## config.mk

```make
export PLATFORM = sky130hd
export DESIGN_NAME = erx_byte_decoder
export DESIGN_NICKNAME = d
export VERILOG_FILES = /design/src/rtl/erx_byte_decoder.sv
export SDC_FILE = /design/constraint.sdc
export NUM_CORES = 1
export LEC_CHECK = 0
export CAP_MARGIN = 5
export CORE_MARGIN = 5
export CORE_UTILIZATION = 30
export DETAILED_ROUTE_END_ITERATION = 8
export PLACE_DENSITY = 0.45
export SLEW_MARGIN = 20
export SYNTH_ARGS = -nofsm -noshare
export SYNTH_HDL_FRONTEND = slang
export SYNTH_SLANG_ARGS = --single-unit
```

## constraint.sdc

```tcl
create_clock -name clock -period 4.2 [get_ports clock]
set_input_delay 0.63 -clock clock [delete_from_list [all_inputs] [get_ports clock]]
set_output_delay 0.63 -clock clock [all_outputs]
set_load 0.02 [all_outputs]
```

## src/rtl/erx_byte_decoder.sv

```systemverilog
// erx_byte_decoder: receive-side elink byte decoder.
// Samples rx_frame/rx_data each clock and reassembles 104-bit emesh packets
// (13 bytes, LSB byte first) into an output FIFO that is drained through
// the rxwr_* access/wait interface.
// Optional feature: define ERX_BURST_EN to enable write-burst continuation.
// Ports:
//   clock, resetb          clock, asynchronous active-low reset
//   rx_frame, rx_data      wire frame marker and byte
//   rx_wait                backpressure to the remote transmitter
//   rxwr_access/packet     FIFO head valid / head packet
//   rxwr_wait              consumer stall (pop = access && !wait)
//   frame_err, overflow    sticky error flags, cleared by err_clear
module erx_byte_decoder #(
   parameter int unsigned FIFO_DEPTH = 4,
   parameter int unsigned WAIT_LEVEL = 2
) (
   input  logic         clock,
   input  logic         resetb,
   input  logic         rx_frame,
   input  logic [7:0]   rx_data,
   output logic         rx_wait,
   output logic         rxwr_access,
   output logic [103:0] rxwr_packet,
   input  logic         rxwr_wait,
   output logic         frame_err,
   output logic         overflow,
   input  logic         err_clear
);

   localparam int unsigned PKT_W = 104;
   localparam int unsigned PTR_W = $clog2(FIFO_DEPTH);
   localparam int unsigned CNT_W = PTR_W + 1;

   localparam logic [2:0] S_IDLE    = 3'd0;
   localparam logic [2:0] S_COLLECT = 3'd1;
   localparam logic [2:0] S_DONE    = 3'd2;
   localparam logic [2:0] S_DISCARD = 3'd3;
`ifdef ERX_BURST_EN
   localparam logic [2:0] S_BURST   = 3'd4;
`endif

   logic [2:0]       state_q, state_d;
   logic [3:0]       cnt_q, cnt_d;
   logic [PKT_W-1:0] pkt_q, pkt_d;
   logic [6:0]       lsb;
   logic             push, err_ev;

   logic [PKT_W-1:0] mem_q [FIFO_DEPTH];
   logic [PTR_W-1:0] wr_ptr_q, wr_ptr_d, rd_ptr_q, rd_ptr_d;
   logic [CNT_W-1:0] count_q, count_d;
   logic             acc_q, rx_wait_q, rx_wait_d;
   logic             frame_err_q, frame_err_d, overflow_q, overflow_d;
   logic             pop, full, push_ok, drop;

   // Packet assembly FSM; pkt_q also keeps the last pushed packet for bursts
   always_comb begin
      state_d = state_q;
      cnt_d   = cnt_q;
      pkt_d   = pkt_q;
      lsb     = '0;
      push    = 1'b0;
      err_ev  = 1'b0;
      case (state_q)
         S_IDLE: begin
            if (rx_frame) begin
               pkt_d[7:0] = rx_data;
               cnt_d      = 4'd1;
               state_d    = S_COLLECT;
            end
         end
         S_COLLECT: begin
            if (rx_frame) begin
               lsb              = {cnt_q, 3'b000};
               pkt_d[lsb +: 8]  = rx_data;
               cnt_d            = cnt_q + 4'd1;
               if (cnt_q == 4'd12) begin
                  push    = 1'b1;
                  cnt_d   = 4'd0;
                  state_d = S_DONE;
               end
            end else begin
               err_ev  = 1'b1;
               cnt_d   = 4'd0;
               state_d = S_IDLE;
            end
         end
         S_DONE: begin
            if (!rx_frame) begin
               state_d = S_IDLE;
`ifdef ERX_BURST_EN
            end else if (pkt_q[0] && (pkt_q[2:1] == 2'b10)) begin
               pkt_d[47:40] = rx_data;
               cnt_d        = 4'd1;
               state_d      = S_BURST;
`endif
            end else begin
               err_ev  = 1'b1;
               state_d = S_DISCARD;
            end
         end
`ifdef ERX_BURST_EN
         S_BURST: begin
            if (rx_frame) begin
               lsb             = 7'd40 + {2'b00, cnt_q[1:0], 3'b000};
               pkt_d[lsb +: 8] = rx_data;
               cnt_d           = cnt_q + 4'd1;
               if (cnt_q == 4'd3) begin
                  // dstaddr advances one word, wrapping at 2^32
                  pkt_d[39:8] = pkt_q[39:8] + 32'd4;
                  push        = 1'b1;
                  cnt_d       = 4'd0;
                  state_d     = S_DONE;
               end
            end else begin
               err_ev  = 1'b1;
               cnt_d   = 4'd0;
               state_d = S_IDLE;
            end
         end
`endif
         S_DISCARD: begin
            if (!rx_frame) state_d = S_IDLE;
         end
         default: begin
            cnt_d   = 4'd0;
            state_d = S_IDLE;
         end
      endcase
   end

   // FIFO bookkeeping; a full FIFO still accepts a push when the head pops
   always_comb begin
      pop      = acc_q && !rxwr_wait;
      full     = (count_q == CNT_W'(FIFO_DEPTH));
      push_ok  = push && (!full || pop);
      drop     = push && full && !pop;
      wr_ptr_d = push_ok ? wr_ptr_q + PTR_W'(1) : wr_ptr_q;
      rd_ptr_d = pop ? rd_ptr_q + PTR_W'(1) : rd_ptr_q;
      count_d  = count_q;
      case ({push_ok, pop})
         2'b10:   count_d = count_q + CNT_W'(1);
         2'b01:   count_d = count_q - CNT_W'(1);
         default: count_d = count_q;
      endcase
      rx_wait_d   = (CNT_W'(FIFO_DEPTH) - count_q) <= CNT_W'(WAIT_LEVEL);
      // a same-cycle error event beats err_clear
      frame_err_d = err_ev ? 1'b1 : (err_clear ? 1'b0 : frame_err_q);
      overflow_d  = drop   ? 1'b1 : (err_clear ? 1'b0 : overflow_q);
   end

   always_ff @(posedge clock or negedge resetb) begin
      if (!resetb) begin
         state_q     <= S_IDLE;
         cnt_q       <= 4'd0;
         pkt_q       <= '0;
         wr_ptr_q    <= '0;
         rd_ptr_q    <= '0;
         count_q     <= '0;
         acc_q       <= 1'b0;
         rx_wait_q   <= 1'b0;
         frame_err_q <= 1'b0;
         overflow_q  <= 1'b0;
         for (int i = 0; i < FIFO_DEPTH; i++) mem_q[i] <= '0;
      end else begin
         state_q     <= state_d;
         cnt_q       <= cnt_d;
         pkt_q       <= pkt_d;
         wr_ptr_q    <= wr_ptr_d;
         rd_ptr_q    <= rd_ptr_d;
         count_q     <= count_d;
         acc_q       <= (count_d != '0);
         rx_wait_q   <= rx_wait_d;
         frame_err_q <= frame_err_d;
         overflow_q  <= overflow_d;
         if (push_ok) mem_q[wr_ptr_q] <= pkt_d;
      end
   end

   assign rxwr_access = acc_q;
   assign rxwr_packet = mem_q[rd_ptr_q];
   assign rx_wait     = rx_wait_q;
   assign frame_err   = frame_err_q;
   assign overflow    = overflow_q;

endmodule

```

==> impl_results.rst <==
.. list-table::
   :header-rows: 1

   * - Metric
     - Value
   * - Status
     - finished, final reports clean
   * - Worst path top cell family by delay
     - buffers and inverters
   * - Achievable frequency
     - 0.276 GHz
   * - Clock-pin slew on the worst setup and hold paths
     - 60 ps
   * - Multi-input combinational cell area
     - 8820 µm²
   * - Capturing point of the worst reg2reg path
     - pkt_q[52]$_DFF_PN0_
   * - First-pass GRT wire length
     - 106 mm
   * - Maximum number of pins on one net before global-route repair
     - 119
   * - Cell chain of the critical path
     - buf_12 > mux4_2 > clkdlybuf4s50_1
   * - Number of nets at the end of the flow
     - 2247
   * - R2R Path Start
     - cnt_q[0]$_DFFE_PN0P_
   * - Mapped Cells
     - 2128
   * - Standard-cell rows
     - 101
   * - Count of synthesis-stage warnings from yosys
     - 0
   * - Total GRT Usage
     - 16.6%
   * - Routed WL
     - 67.7 mm
   * - Biggest cell delay along the critical path
     - 690 ps
   * - Worst-Skew Late Latency
     - 630 ps
   * - Die W
     - 287 µm
   * - H-tree levels
     - 2
   * - Proportion of synthesized chip area in sequential cells
     - 58.4%
   * - Max_slew headroom
     - 29.3%
   * - Number of storage elements in the synthesis netlist
     - 537
   * - Final Max Tran Viols
     - 0
   * - Mapped Nets
     - 2153
   * - Non-Filler Cell Area, Final
     - 27600 µm²
   * - Total negative setup slack
     - 0 ps
   * - Number of DRC markers in iteration 0
     - 1178
   * - Capturing instance or port of the critical path
     - rxwr_packet[41]
   * - Master cell of the clock root buffer
     - sky130_fd_sc_hd__clkbuf_16
   * - Cell depth of the worst hold path
     - 2
   * - Wire length per cell after detailed routing
     - 20.5 µm
   * - Min-delay worst type
     - register to register
   * - Startpoint of the worst setup timing path
     - rd_ptr_q[0]$_DFFE_PN0N_
   * - Setup skew after layout
     - 23.8 ps
   * - Height of the chip
     - 287 µm
   * - Final count of hold timing violations
     - 0
   * - Residual DRC
     - 0
   * - Number of buffers inserted to repair setup after CTS
     - 0
   * - Share of async-settable or async-resettable flops after synthesis
     - 100%
   * - Leakage
     - 0.0135 µW
   * - Final period util
     - 86.2%
   * - Setup repair after global routing missed its margin
     - false
   * - Number of I/O pins
     - 121
   * - Final count of negative-setup-slack endpoints
     - 0
   * - Fill cell count
     - 7639
   * - Yosys cell types
     - 55
   * - Sum of overflow across all layers after global routing
     - 0
   * - Worst vdd ir
     - 0.338 mV
   * - Actual transition at the worst max-transition pin
     - 1060 ps
   * - EDFF count, synth
     - 0
   * - DRT antenna net count
     - 0
   * - Effective utilization at floorplan
     - 30.3%
   * - Element type at the critical path end
     - output pin
   * - Crit start category
     - register
   * - Fraction of layout instances using a drive strength above 1
     - 15.0%
   * - Total area of sequential cells
     - 13400 µm²
   * - Area of the die
     - 82400 µm²
   * - Critical Path Slowest Stage Cell
     - sky130_fd_sc_hd__dfrtp_4
   * - Data arrival, critical path
     - 2990 ps
   * - Area growth syn-to-layout
     - 20.1%
   * - Mapped Area
     - 23000 µm²
   * - Mean cell area of the mapped netlist
     - 10.8 µm²
   * - Clock tree from TritonCTS
     - yes
   * - Number of port buffers
     - 120
   * - Longest Clk Path Bufs
     - 3
   * - Area of the core
     - 76100 µm²
   * - Required @ worst endpoint
     - 3570 ps
   * - Via count of the routed design
     - 15700
   * - Path length in cells of the critical path
     - 3
   * - Initial antenna violation count
     - 3
   * - Crit path time final
     - 3620 ps
   * - Total of max-cap violations
     - 0
   * - Number of buffer and inverter instances along the worst setup path
     - 2
   * - Via density per instance
     - 4.76
   * - Placed wire-length estimate
     - 41.7 mm
   * - Number of iterations in the first detailed-routing pass
     - 7
   * - Depth of the worst register-to-register path
     - 7
   * - Pwr dens
     - 465 nW/µm²
   * - Max Fanout on Critical Path
     - 43
   * - Number of global-route vias before repair
     - 16800
   * - Sink Count
     - 537
   * - Routability-driven placement congestion ratio
     - 0.737
   * - Minimum setup slack among reg-to-reg paths
     - 870 ps
   * - CP Class
     - register to output pin
   * - Dpl cell area
     - 25600 µm²
   * - Most used flip-flop cell after synthesis
     - sky130_fd_sc_hd__dfrtp_1
   * - Number of buffers added by the clock tree synthesis step
     - 60
## metal layers
layer	global-route usage, %	up-vias	routed length (µm)
met5	0	-	0
met4	4.05	0	1540
met3	2.76	86	2770
met2	27.8	293	33000
met1	22.6	8023	30300
li1	-	7290	-
## kinds of logic (layout without fill, tap and decap cells)
group / count (synthesis) / count (layout) / synth area share [%]
buf+inv: 195 / 335 / 3.76
xor+xnor: 6 / 6 / 0.261
flops: 537 / 537 / 58.4
mux: 188 / 188 / 14.1
fa+ha+maj: 12 / 12 / 0.685
other cells: 0 / 1 / 0
compound gates: 305 / 305 / 7.71
simple gates: 885 / 885 / 15.1
## synthesized netlist by cell type (4+ instances only)
cell	count	area [µm²]
sky130_fd_sc_hd__a21oi_1	132	661
sky130_fd_sc_hd__buf_1	18	67.6
sky130_fd_sc_hd__buf_2	55	275
sky130_fd_sc_hd__buf_4	9	67.6
sky130_fd_sc_hd__buf_6	4	45.0
sky130_fd_sc_hd__clkbuf_1	56	210
sky130_fd_sc_hd__dfrtp_1	537	13400
sky130_fd_sc_hd__ha_1	11	138
sky130_fd_sc_hd__inv_1	52	195
sky130_fd_sc_hd__mux2_2	49	552
sky130_fd_sc_hd__mux2i_1	35	350
sky130_fd_sc_hd__mux4_2	104	2340
sky130_fd_sc_hd__nand2_1	698	2620
sky130_fd_sc_hd__nand2b_1	5	31.3
sky130_fd_sc_hd__nand3_1	4	20.0
sky130_fd_sc_hd__nor2_1	136	510
sky130_fd_sc_hd__nor3_1	18	90.1
sky130_fd_sc_hd__o2111a_1	4	45.0
sky130_fd_sc_hd__o2111ai_1	4	35.0
sky130_fd_sc_hd__o2111ai_4	4	105
sky130_fd_sc_hd__o21ai_0	107	536
sky130_fd_sc_hd__o21ai_1	24	120
sky130_fd_sc_hd__o21ai_2	16	140
sky130_fd_sc_hd__xnor2_1	4	35.0
## layout make-up
| type | count | share of cell area (%) |
|---|---|---|
| well taps | 1030 | 4.66 |
| flip-flops and latches | 537 | 48.6 |
| clock buffers | 93 | 6.61 |
| repair buffers | 174 | 6.68 |
| clock inverters | 15 | 0.752 |
| diodes | 1 | 0.00905 |
| multi-input cells | 1396 | 31.9 |
| inverters | 53 | 0.720 |
## how the worst min path moves through the flow
| stage | start | endpoint | slack (ps) |
|---|---|---|---|
| after floorplan | resetb | cnt_q[0]$_DFFE_PN0P_ | 330 |
| after global placement | mem_q[123]$_DFFE_PN0P_ | mem_q[123]$_DFFE_PN0P_ | 450 |
| after detailed placement | mem_q[175]$_DFFE_PN0P_ | mem_q[175]$_DFFE_PN0P_ | 460 |
| after CTS | resetb | mem_q[371]$_DFFE_PN0P_ | 160 |
| after global routing | mem_q[55]$_DFFE_PN0P_ | mem_q[55]$_DFFE_PN0P_ | 490 |
| final | mem_q[175]$_DFFE_PN0P_ | mem_q[175]$_DFFE_PN0P_ | 470 |
## report_power, final
part,internal [µW],switching [µW],leakage (µW),total (µW)
sequential,5370,292,0.00744,5660
clock,3220,2130,0.00101,5350
combinational,727,1110,0.00504,1830
total,9320,3530,0.0135,12800
## state kept, by name, summed over array words and instances (netlist names), 2 cells and up
signal,flops
mem_q,416
pkt_q,104
cnt_q,4
count_q,3
rd_ptr_q,2
state_q,2
wr_ptr_q,2
## worst min-delay path, stage by stage (launching register included)
cell and delay [ps]:
sky130_fd_sc_hd__dfrtp_1 330, sky130_fd_sc_hd__nand2_1 50, sky130_fd_sc_hd__nand2_1 50
## placed cells by master (no fill, tap or decap), types with 2 or more instances in the layout
cell type	instances
sky130_fd_sc_hd__mux2i_1	35
sky130_fd_sc_hd__nand2_2	2
sky130_fd_sc_hd__nor4_4	2
sky130_fd_sc_hd__o21ai_2	16
sky130_fd_sc_hd__ha_1	11
sky130_fd_sc_hd__o21ai_0	107
sky130_fd_sc_hd__nor3_1	18
sky130_fd_sc_hd__and3b_1	2
sky130_fd_sc_hd__clkbuf_1	14
sky130_fd_sc_hd__or2_0	3
sky130_fd_sc_hd__nand3b_1	3
sky130_fd_sc_hd__dfrtp_1	535
sky130_fd_sc_hd__clkbuf_16	61
sky130_fd_sc_hd__bufinv_16	4
sky130_fd_sc_hd__xnor2_1	4
sky130_fd_sc_hd__nor4_1	2
sky130_fd_sc_hd__inv_16	2
sky130_fd_sc_hd__nand3_2	2
sky130_fd_sc_hd__buf_4	35
sky130_fd_sc_hd__clkinv_2	8
sky130_fd_sc_hd__nand2b_1	5
sky130_fd_sc_hd__clkdlybuf4s50_1	119
sky130_fd_sc_hd__mux4_2	104
sky130_fd_sc_hd__a22oi_1	2
sky130_fd_sc_hd__o2111ai_4	8
sky130_fd_sc_hd__clkbuf_8	18
sky130_fd_sc_hd__nor2_1	136
sky130_fd_sc_hd__nor2b_1	2
sky130_fd_sc_hd__o21ai_1	24
sky130_fd_sc_hd__buf_12	17
sky130_fd_sc_hd__o2111a_4	4
sky130_fd_sc_hd__nand2_1	698
sky130_fd_sc_hd__nand3_1	4
sky130_fd_sc_hd__a21oi_1	132
sky130_fd_sc_hd__inv_1	52
sky130_fd_sc_hd__dfrtp_4	2
sky130_fd_sc_hd__mux2_2	49
## repair_timing
| action | 4_1_cts | 5_1_grt |
|---|---|---|
| hold buffers | 0 | 1 |
| endpoints found under the hold margin | 0 | 33 |
| gates resized for setup | 0 | 0 |
## metrics by stage
stage	utilization [%]	setup slack, ps	hold slack (ps)	cells	power (µW)
6_report	36.3	581	466	3299	12800
5_1_grt	36.3	415	489	3298	13400
4_1_cts	36.3	456	159	3296	13100
3_5_place_dp	33.6	599	457	3188	7640
3_3_place_gp	33.6	642	452	3188	7610
2_1_floorplan	-	1300	334	2128	6860
(Power assumes the default switching activity.)
